===== src/rtl/uart_ctrl_pkg.sv =====
// Shared definitions for the UART transmit arbiter: FSM encoding and parameter defaults.
package uart_ctrl_pkg;

    localparam int unsigned DATA_WIDTH_DEF     = 8;
    localparam int unsigned TIMEOUT_CYCLES_DEF = 100000;
    localparam int unsigned TO_W_DEF           = 17;

    typedef enum logic [1:0] {
        IDLE   = 2'd0,
        LAUNCH = 2'd1,
        WAIT   = 2'd2
    } state_t;

endpackage


===== src/rtl/rr_arbiter.sv =====
// Round-robin requester selection; the search starts at rr_ptr and the pointer moves past the winner on accept.
module rr_arbiter #(
    parameter int unsigned NUM_REQ = 4,
    parameter int unsigned IDX_W   = $clog2(NUM_REQ)
) (
    input  logic               clk,
    input  logic               rst,
    input  logic [NUM_REQ-1:0] req,
    input  logic               accept,
    output logic [NUM_REQ-1:0] grant,
    output logic [IDX_W-1:0]   grant_idx,
    output logic               found
);

    logic [IDX_W-1:0] rr_ptr;
    logic [IDX_W-1:0] cand;

    // Ascending search from rr_ptr, wrapping modulo NUM_REQ (not necessarily a power of two).
    always_comb begin
        grant_idx = '0;
        found     = 1'b0;
        cand      = '0;
        for (int unsigned i = 0; i < NUM_REQ; i++) begin
            cand = IDX_W'((32'(rr_ptr) + i) % NUM_REQ);
            if (!found && req[cand]) begin
                found     = 1'b1;
                grant_idx = cand;
            end
        end
        grant = found ? (NUM_REQ'(1) << grant_idx) : '0;
    end

    always_ff @(posedge clk) begin
        if (rst) begin
            rr_ptr <= '0;
        end else if (accept) begin
            rr_ptr <= IDX_W'((32'(grant_idx) + 32'd1) % NUM_REQ);
        end
    end

endmodule


===== src/rtl/uart_tx_arbiter.sv =====
// Shares one UART serializer among NUM_REQ byte producers: round-robin accept, one-cycle
// active-low launch strobe, wait for done, with a watchdog that recovers a lost done.
module uart_tx_arbiter
    import uart_ctrl_pkg::*;
#(
    parameter int unsigned NUM_REQ        = 4,
    parameter int unsigned DATA_WIDTH     = DATA_WIDTH_DEF,
    parameter int unsigned TIMEOUT_CYCLES = TIMEOUT_CYCLES_DEF,
    parameter int unsigned TO_W           = TO_W_DEF
) (
    input  logic                            clk,
    input  logic                            rst,
    input  logic [NUM_REQ-1:0]              req_valid,
    input  logic [NUM_REQ*DATA_WIDTH-1:0]   req_data,
    output logic [NUM_REQ-1:0]              req_ready,
    output logic [DATA_WIDTH-1:0]           tx_data,
    output logic                            tx_run_n,
    input  logic                            tx_done,
    output logic                            busy,
    output logic [$clog2(NUM_REQ)-1:0]      grant_id,
    output logic                            timeout_err,
    input  logic                            err_clr
);

    localparam int unsigned IDX_W = $clog2(NUM_REQ);

    state_t           state;
    state_t           state_nxt;
    logic [NUM_REQ-1:0] grant;
    logic [IDX_W-1:0] grant_idx;
    logic             found;
    logic             accept;
    logic             timeout_hit;
    logic [TO_W-1:0]  wd_cnt;

    assign accept    = (state == IDLE) && !rst && found;
    assign req_ready = accept ? grant : '0;

    rr_arbiter #(
        .NUM_REQ (NUM_REQ),
        .IDX_W   (IDX_W)
    ) u_rr (
        .clk       (clk),
        .rst       (rst),
        .req       (req_valid),
        .accept    (accept),
        .grant     (grant),
        .grant_idx (grant_idx),
        .found     (found)
    );

    always_ff @(posedge clk) begin
        if (rst) begin
            state <= IDLE;
        end else begin
            state <= state_nxt;
        end
    end

    // Done has priority over the watchdog in the same WAIT cycle.
    always_comb begin
        state_nxt   = state;
        timeout_hit = 1'b0;
        case (state)
            IDLE:   if (accept) state_nxt = LAUNCH;
            LAUNCH: state_nxt = WAIT;
            WAIT: begin
                if (tx_done) begin
                    state_nxt = IDLE;
                end else if (wd_cnt == TO_W'(TIMEOUT_CYCLES - 1)) begin
                    state_nxt   = IDLE;
                    timeout_hit = 1'b1;
                end
            end
            default: state_nxt = IDLE;
        endcase
    end

    // Registered outputs derive from the next state so the strobe lines up with LAUNCH.
    always_ff @(posedge clk) begin
        if (rst) begin
            tx_data     <= '0;
            tx_run_n    <= 1'b1;
            busy        <= 1'b0;
            grant_id    <= '0;
            timeout_err <= 1'b0;
            wd_cnt      <= '0;
        end else begin
            tx_run_n <= (state_nxt != LAUNCH);
            busy     <= (state_nxt != IDLE);
            if (accept) begin
                tx_data  <= req_data[32'(grant_idx)*DATA_WIDTH +: DATA_WIDTH];
                grant_id <= grant_idx;
            end
            if (state == LAUNCH) begin
                wd_cnt <= '0;
            end else if (state == WAIT && wd_cnt != {TO_W{1'b1}}) begin
                wd_cnt <= wd_cnt + TO_W'(1);
            end
            if (timeout_hit) begin
                timeout_err <= 1'b1;
            end else if (err_clr) begin
                timeout_err <= 1'b0;
            end
        end
    end

endmodule


===== config.mk =====
export PLATFORM = sky130hd
export DESIGN_NAME = uart_tx_arbiter
export DESIGN_NICKNAME = d
export VERILOG_FILES = /design/src/rtl/uart_ctrl_pkg.sv /design/src/rtl/rr_arbiter.sv /design/src/rtl/uart_tx_arbiter.sv
export SDC_FILE = /design/constraint.sdc
export NUM_CORES = 1
export LEC_CHECK = 0
export ABC_AREA = 1
export BUFFER_PORTS_ARGS = -buffer_cell sky130_fd_sc_hd__buf_2
export CAP_MARGIN = 20
export CORE_AREA = 2 2 90 70
export DETAILED_ROUTE_END_ITERATION = 16
export DIE_AREA = 0 0 92 72
export PLACE_DENSITY = 0.6
export SYNTH_ARGS = -nofsm -noshare
export SYNTH_HDL_FRONTEND = slang
export SYNTH_SLANG_ARGS = --single-unit
export TNS_END_PERCENT = 10

===== constraint.sdc =====
create_clock -name clk -period 4.4 [get_ports clk]
set_input_delay 0.44 -clock clk [delete_from_list [all_inputs] [get_ports clk]]
set_output_delay 0.44 -clock clk [all_outputs]
set_load 0.02 [all_outputs]

# ---- Yosys cells after proc, flatten, opt, wreduce, memory -nomap -nowiden
# Cells that the tools add are included.
dict set report totals {
  out_inout_bits 17
  register_bits 34
  inputBits 40
  wordCells 65
}
dict set report classes {
  n_eq_ne 5
  shifts 2
  reduce_logical 14
  order_cmp 4
  n_mux 27
  addsub 5
}
# cell count
set ops {}
lappend ops {{variable part select 32 x 6 -> 8 bit} 1}
lappend ops {{adder 17 x 1 -> 17 bit, second input constant} 1}
lappend ops {{equality test 17 bit, second input constant} 1}
lappend ops {{inequality test 17 bit, second input constant} 1}
lappend ops {{2-to-1 mux 2 bit} 7}
lappend ops {{2-to-1 mux 1 bit} 13}
lappend ops {{less-than comparator 2 x 3 -> 1 bit, second input constant} 4}
lappend ops {{binary-select mux 1 bit (select 2 bit)} 4}
lappend ops {{2-to-1 mux 4 bit} 2}
lappend ops {{logical AND 1 bit} 6}
lappend ops {{one-hot mux 2 bit (3 select lines)} 1}
lappend ops {{adder 2 x 1 -> 2 bit, second input constant} 2}
lappend ops {{adder 2 bit, second input constant} 2}
lappend ops {{zero test 1 bit} 4}
lappend ops {{nonzero test 2 bit} 2}
lappend ops {{left shift 1 x 2 -> 4 bit, first input constant} 1}
lappend ops {{equality test 2 x 1 -> 1 bit, second input constant} 1}
lappend ops {{equality test 2 bit, second input constant} 1}
lappend ops {{zero test 2 bit} 1}
lappend ops {{inequality test 2 x 1 -> 1 bit, second input constant} 1}
lappend ops {{OR reduction 2 bit} 1}

# ---- Longest topological paths before layout
dict set report logic_depth {
  ltp_word 16
  mapped_depth 16
  depth_no_buf 15
}

# ---- Hierarchy
# Synthesis repeated with hierarchy kept, for this count alone.
dict set report unflattened {
  cells_unflattened 344
  area_unflattened_um2 2228.4
}
# module instances area_each_um2 seq_area_each_um2 cells_per_inst
set by_module_without_submodules {}
lappend by_module_without_submodules {uart_tx_arbiter 1 1736.7 640.6 265}
lappend by_module_without_submodules {rr_arbiter 1 491.7 40.0 79}

# ---- Least setup slack after synthesis
# OpenSTA, ideal clock, no wires.
dict set report synth_timing {
  path_type {input-to-output}
  startpoint {input port req_valid[3]}
  endpoint {output port req_ready[1]}
  required_ps 3960
  setup_slack_ps 2161
  cell_stages 13
  n_path_buf 1
  t_arrival_ps 1799
  path_cell_list {inv_1 > nand2_1 > nand3_1 > nand2_1 > nand2_1 > nand2_1 > nand2_2 > nand3_4 > buf_6 > inv_1 > ha_1 > inv_1 > nor2_1}
}
dict set report synth_via {
  elab_chain_len 15
  elab_cells_between_ends 26
  cone_classes {shift: 1; mux: 18; reduce/logical: 7}
}
# item line_no
set synth_rtl {}
lappend synth_rtl {{from (decl)} uart_tx_arbiter.sv:13} ;# input logic [NUM_REQ-1:0] req_valid,
lappend synth_rtl {{binary-select mux 1 bit (select 2 bit)} rr_arbiter.sv:25} ;# if (!found && req[cand]) begin
lappend synth_rtl {{2-to-1 mux 1 bit (not written as such)} rr_arbiter.sv:25}
lappend synth_rtl {{2-to-1 mux 1 bit} rr_arbiter.sv:25}
lappend synth_rtl {{zero test 1 bit} rr_arbiter.sv:25}
lappend synth_rtl {{logical AND 1 bit} rr_arbiter.sv:25}
lappend synth_rtl {{2-to-1 mux 1 bit} rr_arbiter.sv:25}
lappend synth_rtl {{zero test 1 bit} rr_arbiter.sv:25}
lappend synth_rtl {{logical AND 1 bit} rr_arbiter.sv:25}
lappend synth_rtl {{2-to-1 mux 1 bit} rr_arbiter.sv:25}
lappend synth_rtl {{zero test 1 bit} rr_arbiter.sv:25}
lappend synth_rtl {{logical AND 1 bit} rr_arbiter.sv:25}
lappend synth_rtl {{2-to-1 mux 2 bit *} rr_arbiter.sv:25}
lappend synth_rtl {{via grant_idx[0]} uart_tx_arbiter.sv:30} ;# logic [IDX_W-1:0] grant_idx;
lappend synth_rtl {{left shift 1 x 2 -> 4 bit *} rr_arbiter.sv:30} ;# grant = found ? (NUM_REQ'(1) << grant_idx) : '0;
lappend synth_rtl {{2-to-1 mux 4 bit *} rr_arbiter.sv:30}
lappend synth_rtl {{2-to-1 mux 4 bit *} uart_tx_arbiter.sv:37} ;# assign req_ready = accept ? grant : '0;
lappend synth_rtl {{to (decl)} uart_tx_arbiter.sv:15} ;# output logic [NUM_REQ-1:0] req_ready,
# The timed path passes the listed nets; every way through them passes the cells marked *. The select of a mux whose other input is x is not followed.

# ---- Worst setup path after layout
dict set report layout_timing {
  startpoint {register u_rr.rr_ptr[0]}
  endpoint {output port req_ready[3]}
}
dict set report layout_via {
  elab_chain_len 15
  elab_cells_between_ends 29
  cone_classes {add/sub: 3; shift: 1; mux: 18; reduce/logical: 7}
}
# item line_no
set layout_rtl {}
lappend layout_rtl {{from (decl)} rr_arbiter.sv:15} ;# logic [IDX_W-1:0] rr_ptr;
lappend layout_rtl {{from (signal assigned)} rr_arbiter.sv:37} ;# rr_ptr <= IDX_W'((32'(grant_idx) + 32'd1) % NUM_REQ);
lappend layout_rtl {{parallel branches: the longest is 11 deep, another holds adder 2 x 1 -> 2 bit} --}
lappend layout_rtl {{2-to-1 mux 2 bit *} rr_arbiter.sv:25}
lappend layout_rtl {{via grant_idx[1]} uart_tx_arbiter.sv:30}
lappend layout_rtl {{left shift 1 x 2 -> 4 bit *} rr_arbiter.sv:30}
lappend layout_rtl {{2-to-1 mux 4 bit *} rr_arbiter.sv:30}
lappend layout_rtl {{2-to-1 mux 4 bit *} uart_tx_arbiter.sv:37}
# Mark *: on every way through the listed nets, which the timed path passes. The select of a mux whose other input is x is not followed.

==> summary.txt <==
Die
  – Initial Utilization: 0.3932
  – Die footprint: 6624 sq um
  – Core Region: 5705 sq um
  – Io pins: 57
  – Die H: 72 microns
  – Num rows: 24
  – Chip width: 92 microns

Route
  – WL/cell: 10.70 microns
  – Drt drc: 0
  – ANT nets after route: 0
  – Drt first-iter violations: 102
  – Detailed Routing Iterations Pass 1: 4
  – Via density: 4.706
  – Via Count: 2306
  – Drt total wl: 5244 microns

CTS
  – CTS Buffer Depth: 2
  – Postcts setup bufs: 0
  – Clock sinks: 34
  – Clk slew on worst S/H paths: 80 ps
  – CTS tree: done
  – Max H-tree Level: 2
  – Post-CTS Hold Fix Bufs: 0
  – Cts bufs inserted: 5
  – Clock Tree Root: clkbuf_8
  – Skew-Pair Late Insertion Delay: 300 ps
  – Post-cts sizing count: 0

STA
  – Max Slew Vio Count: 0
  – Clk_skew: 10.63 ps
  – Slew HR: 0.6918
  – Worst Max-Slew Pin Slew: 461.2 ps
  – Setup_tns: 0 ps
  – Final setup fails: 0
  – Hold_ws: 383.0 ps
  – Max Clk Rate: 323.9 MHz
  – Final min period: 3088 ps
  – Final worst-path cycle share: 0.7017
  – Final Hold Fails: 0
  – Unrepaired setup endpoints after global routing: false

Setup path
  – Critical path cell sequence: inv_6 -> nand2_1 -> nand2_1 -> nand2_1 -> nand2_2 -> nor2_4 -> nand3_1 -> nand3_1 -> nand2_1 -> inv_2 -> ha_1 -> inv_1 -> nor2_1 -> buf_2
  – Startpoint types: flip-flop
  – Top fanout value on the critical path: 12
  – Critical path's most frequent cell: nand2_1
  – WP buf/inv: 4
  – Reg-to-Reg End: u_rr.rr_ptr[1]
  – Slowest CP cell: dfxtp_1
  – Worst R2R Start: u_rr.rr_ptr[0]
  – Delay-heaviest family, CP: simple AND/OR/NAND/NOR gates
  – Arr. time, crit path: 2650 ps
  – Max incr delay on CP: 600 ps
  – Logic depth of the worst register-to-register path: 12
  – Critical Path RT: 3960 ps
  – Setup crit end kind: output pin
  – Flop-to-flop setup slack: 1890 ps
  – Crit Path Category: flip-flop to output pin

Logic synthesis
  – Synth top area cells: dfxtp_1 30%, nand2_1 14%, inv_1 12%
  – Synthesized area per cell: 6.249 sq um
  – Simple logic cell fraction of the synthesized area: 0.4233
  – Mux cell area share after synthesis: 0
  – Mapped Nets: 405
  – Sequential fraction of the synthesis area: 0.3034
  – Compound-cell area share of the yosys netlist: 0.06247
  – Synth top area share: 0.3034
  – Synthesis-stage register bit count: 34
  – Top cell type by total area after synthesis: dfxtp_1
  – Unique masters post-synth: 31
  – Xor and xnor area share after synthesis: 0.01562
  – Synth Cell Area: 2243 sq um
  – YS warnings: 0
  – Main combinational cell family by area after synthesis: simple AND/OR/NAND/NOR gates
  – Mapped Cells: 359
  – Post-Synth Adder-Cell Area: 0.03346

Place
  – GPL Wtd Cong: 0.8924
  – Port Buf Inserts: 56
  – DP HPWL: 3971 microns
  – Dpl cells: 482

Power and ir drop
  – Leakage power: 1.374 nW
  – Pwr dens: 600.0 nW/um^2
  – Worst vdd ir: 0.3146 mV

Layout
  – Layout cells sized above 1: 0.2015
  – Final nets: 457
  – Antenna diode count: 0
  – Area Overhead vs Synth: 19.74%
  – Final std cells w/o fill: 490

Status
  – Outcome: complete, no violations

Min path
  – Min-Delay Endpoint: timeout_err
  – Hold crit path type: input port to flip-flop
  – HP Start: err_clr
  – WHS Path Cells: 4

Global route
  – Overall Global Routing Usage: 0.1648
  – First-pass GRT wire length: 8880 microns
  – Gr ovfl total: 0
  – Vias in the first global route: 2072
  – Largest net degree at the start of global routing: 21
  – Antenna violations before repair: 0

Job
  – Maxcap violations: 0
[worst max path at each step]
stage | from | endpoint | slack (ps) | cells after the start
final | u_rr.rr_ptr[0] | req_ready[3] | 1310 | 14
after global routing | u_rr.rr_ptr[0] | req_ready[3] | 1020 | 14
after floorplan | req_valid[3] | req_ready[1] | 2160 | 13
after global placement | u_rr.rr_ptr[0] | req_ready[2] | 1750 | 14
after CTS | u_rr.rr_ptr[0] | req_ready[3] | 1320 | 14
after detailed placement | u_rr.rr_ptr[0] | req_ready[2] | 1660 | 14
[stage by stage]
stage	power [mW]	utilization	area, sq um	setup slack (ps)
after CTS	1.620	0.4708	2686	1322
after global placement	1.260	0.4467	2549	1751
after floorplan	1.105	-	2243	2161
after global routing	1.748	0.4708	2686	1016
after detailed placement	1.265	0.4467	2549	1664
final	1.612	0.4708	2686	1312
[kinds of logic (layout without fill, tap and decap cells)]
group,after synthesis,count (layout)
AO/OA/AOI/OAI,25,25
XOR/XNOR,4,4
adder cells (fa/ha/maj),6,6
buffers and inverters,87,140
flip-flops,34,34
AND/OR/NAND/NOR,203,203
[worst min-delay path, cell delays in order]
cell and delay (ps):
buf_2 70, inv_1 30, nand2_1 40, a21oi_1 50
[layout make-up]
class | instances | area [sq um]
clock buffer | 5 | 68.82
tap | 78 | 97.59
timing repair buffer | 56 | 280.3
multi-input combinational | 238 | 1200
inverter | 76 | 290.3
clock inverter | 3 | 68.82
fill | 609 | 3019
sequential | 34 | 680.7
[cells in the mapped netlist]
library cell / n
inv_1: 70
buf_2: 4
inv_2: 5
nand3_1: 34
nor2_1: 42
buf_4: 1
a211oi_2: 1
o21ai_1: 1
xor2_1: 3
o21ai_0: 6
nand3_2: 1
inv_6: 1
nand4_1: 22
buf_6: 3
ha_1: 6
nand2_1: 82
a211oi_1: 2
nor4_1: 3
a21oi_1: 14
nand3b_2: 1
nor2_4: 1
nand2_2: 5
nor3_1: 7
dfxtp_1: 34
nor2_2: 1
xnor2_1: 1
clkbuf_1: 3
nand3b_1: 1
nand3_4: 2
o21a_1: 1
nor3_2: 1
[report_power, final]
part	leakage [nW]	switching, mW	internal [mW]
clock network	0.0683	0.123	0.227
registers	0.277	0.0407	0.362
logic	1.03	0.591	0.268
total	1.37	0.755	0.857
[per-layer routing]
metal	vias up	track usage	share of wire
met5	-	0	0
met4	0	0.04975	0.011
met3	8	0.05400	0.068
met2	67	0.2541	0.42
met1	999	0.2217	0.50
li1	1232	-	-
[flip-flops by register name, summed over array words and instances (netlist names)]
register	flops
tx_data	8
timeout_err	1
grant_id	2
wd_cnt	17
u_rr.rr_ptr	2
busy	1
tx_run_n	1
state	2
[layout by cell type, fill, tap and decap left out]
cell / synthesis / layout
ha_1: 6 / 6
inv_1: 70 / 70
inv_2: 5 / 5
o21ai_1: 1 / 1
nand3_4: 2 / 2
nor2_4: 1 / 1
a211oi_2: 1 / 1
bufinv_16: 0 / 2
nand3_1: 34 / 34
nor4_1: 3 / 3
dfxtp_1: 34 / 34
nand3_2: 1 / 1
a211oi_1: 2 / 2
nand2_1: 82 / 82
nand4_1: 22 / 22
clkbuf_8: 0 / 5
buf_2: 4 / 56
nor3_1: 7 / 7
xor2_1: 3 / 3
nor2_1: 42 / 42
nor3_2: 1 / 1
o21a_1: 1 / 1
o21ai_0: 6 / 6
nand3b_1: 1 / 1
nand3b_2: 1 / 1
inv_6: 1 / 1
xnor2_1: 1 / 1
a21oi_1: 14 / 14
nor2_2: 1 / 1
nand2_2: 5 / 5
clkinv_4: 0 / 1
(Power assumes the default switching activity.)
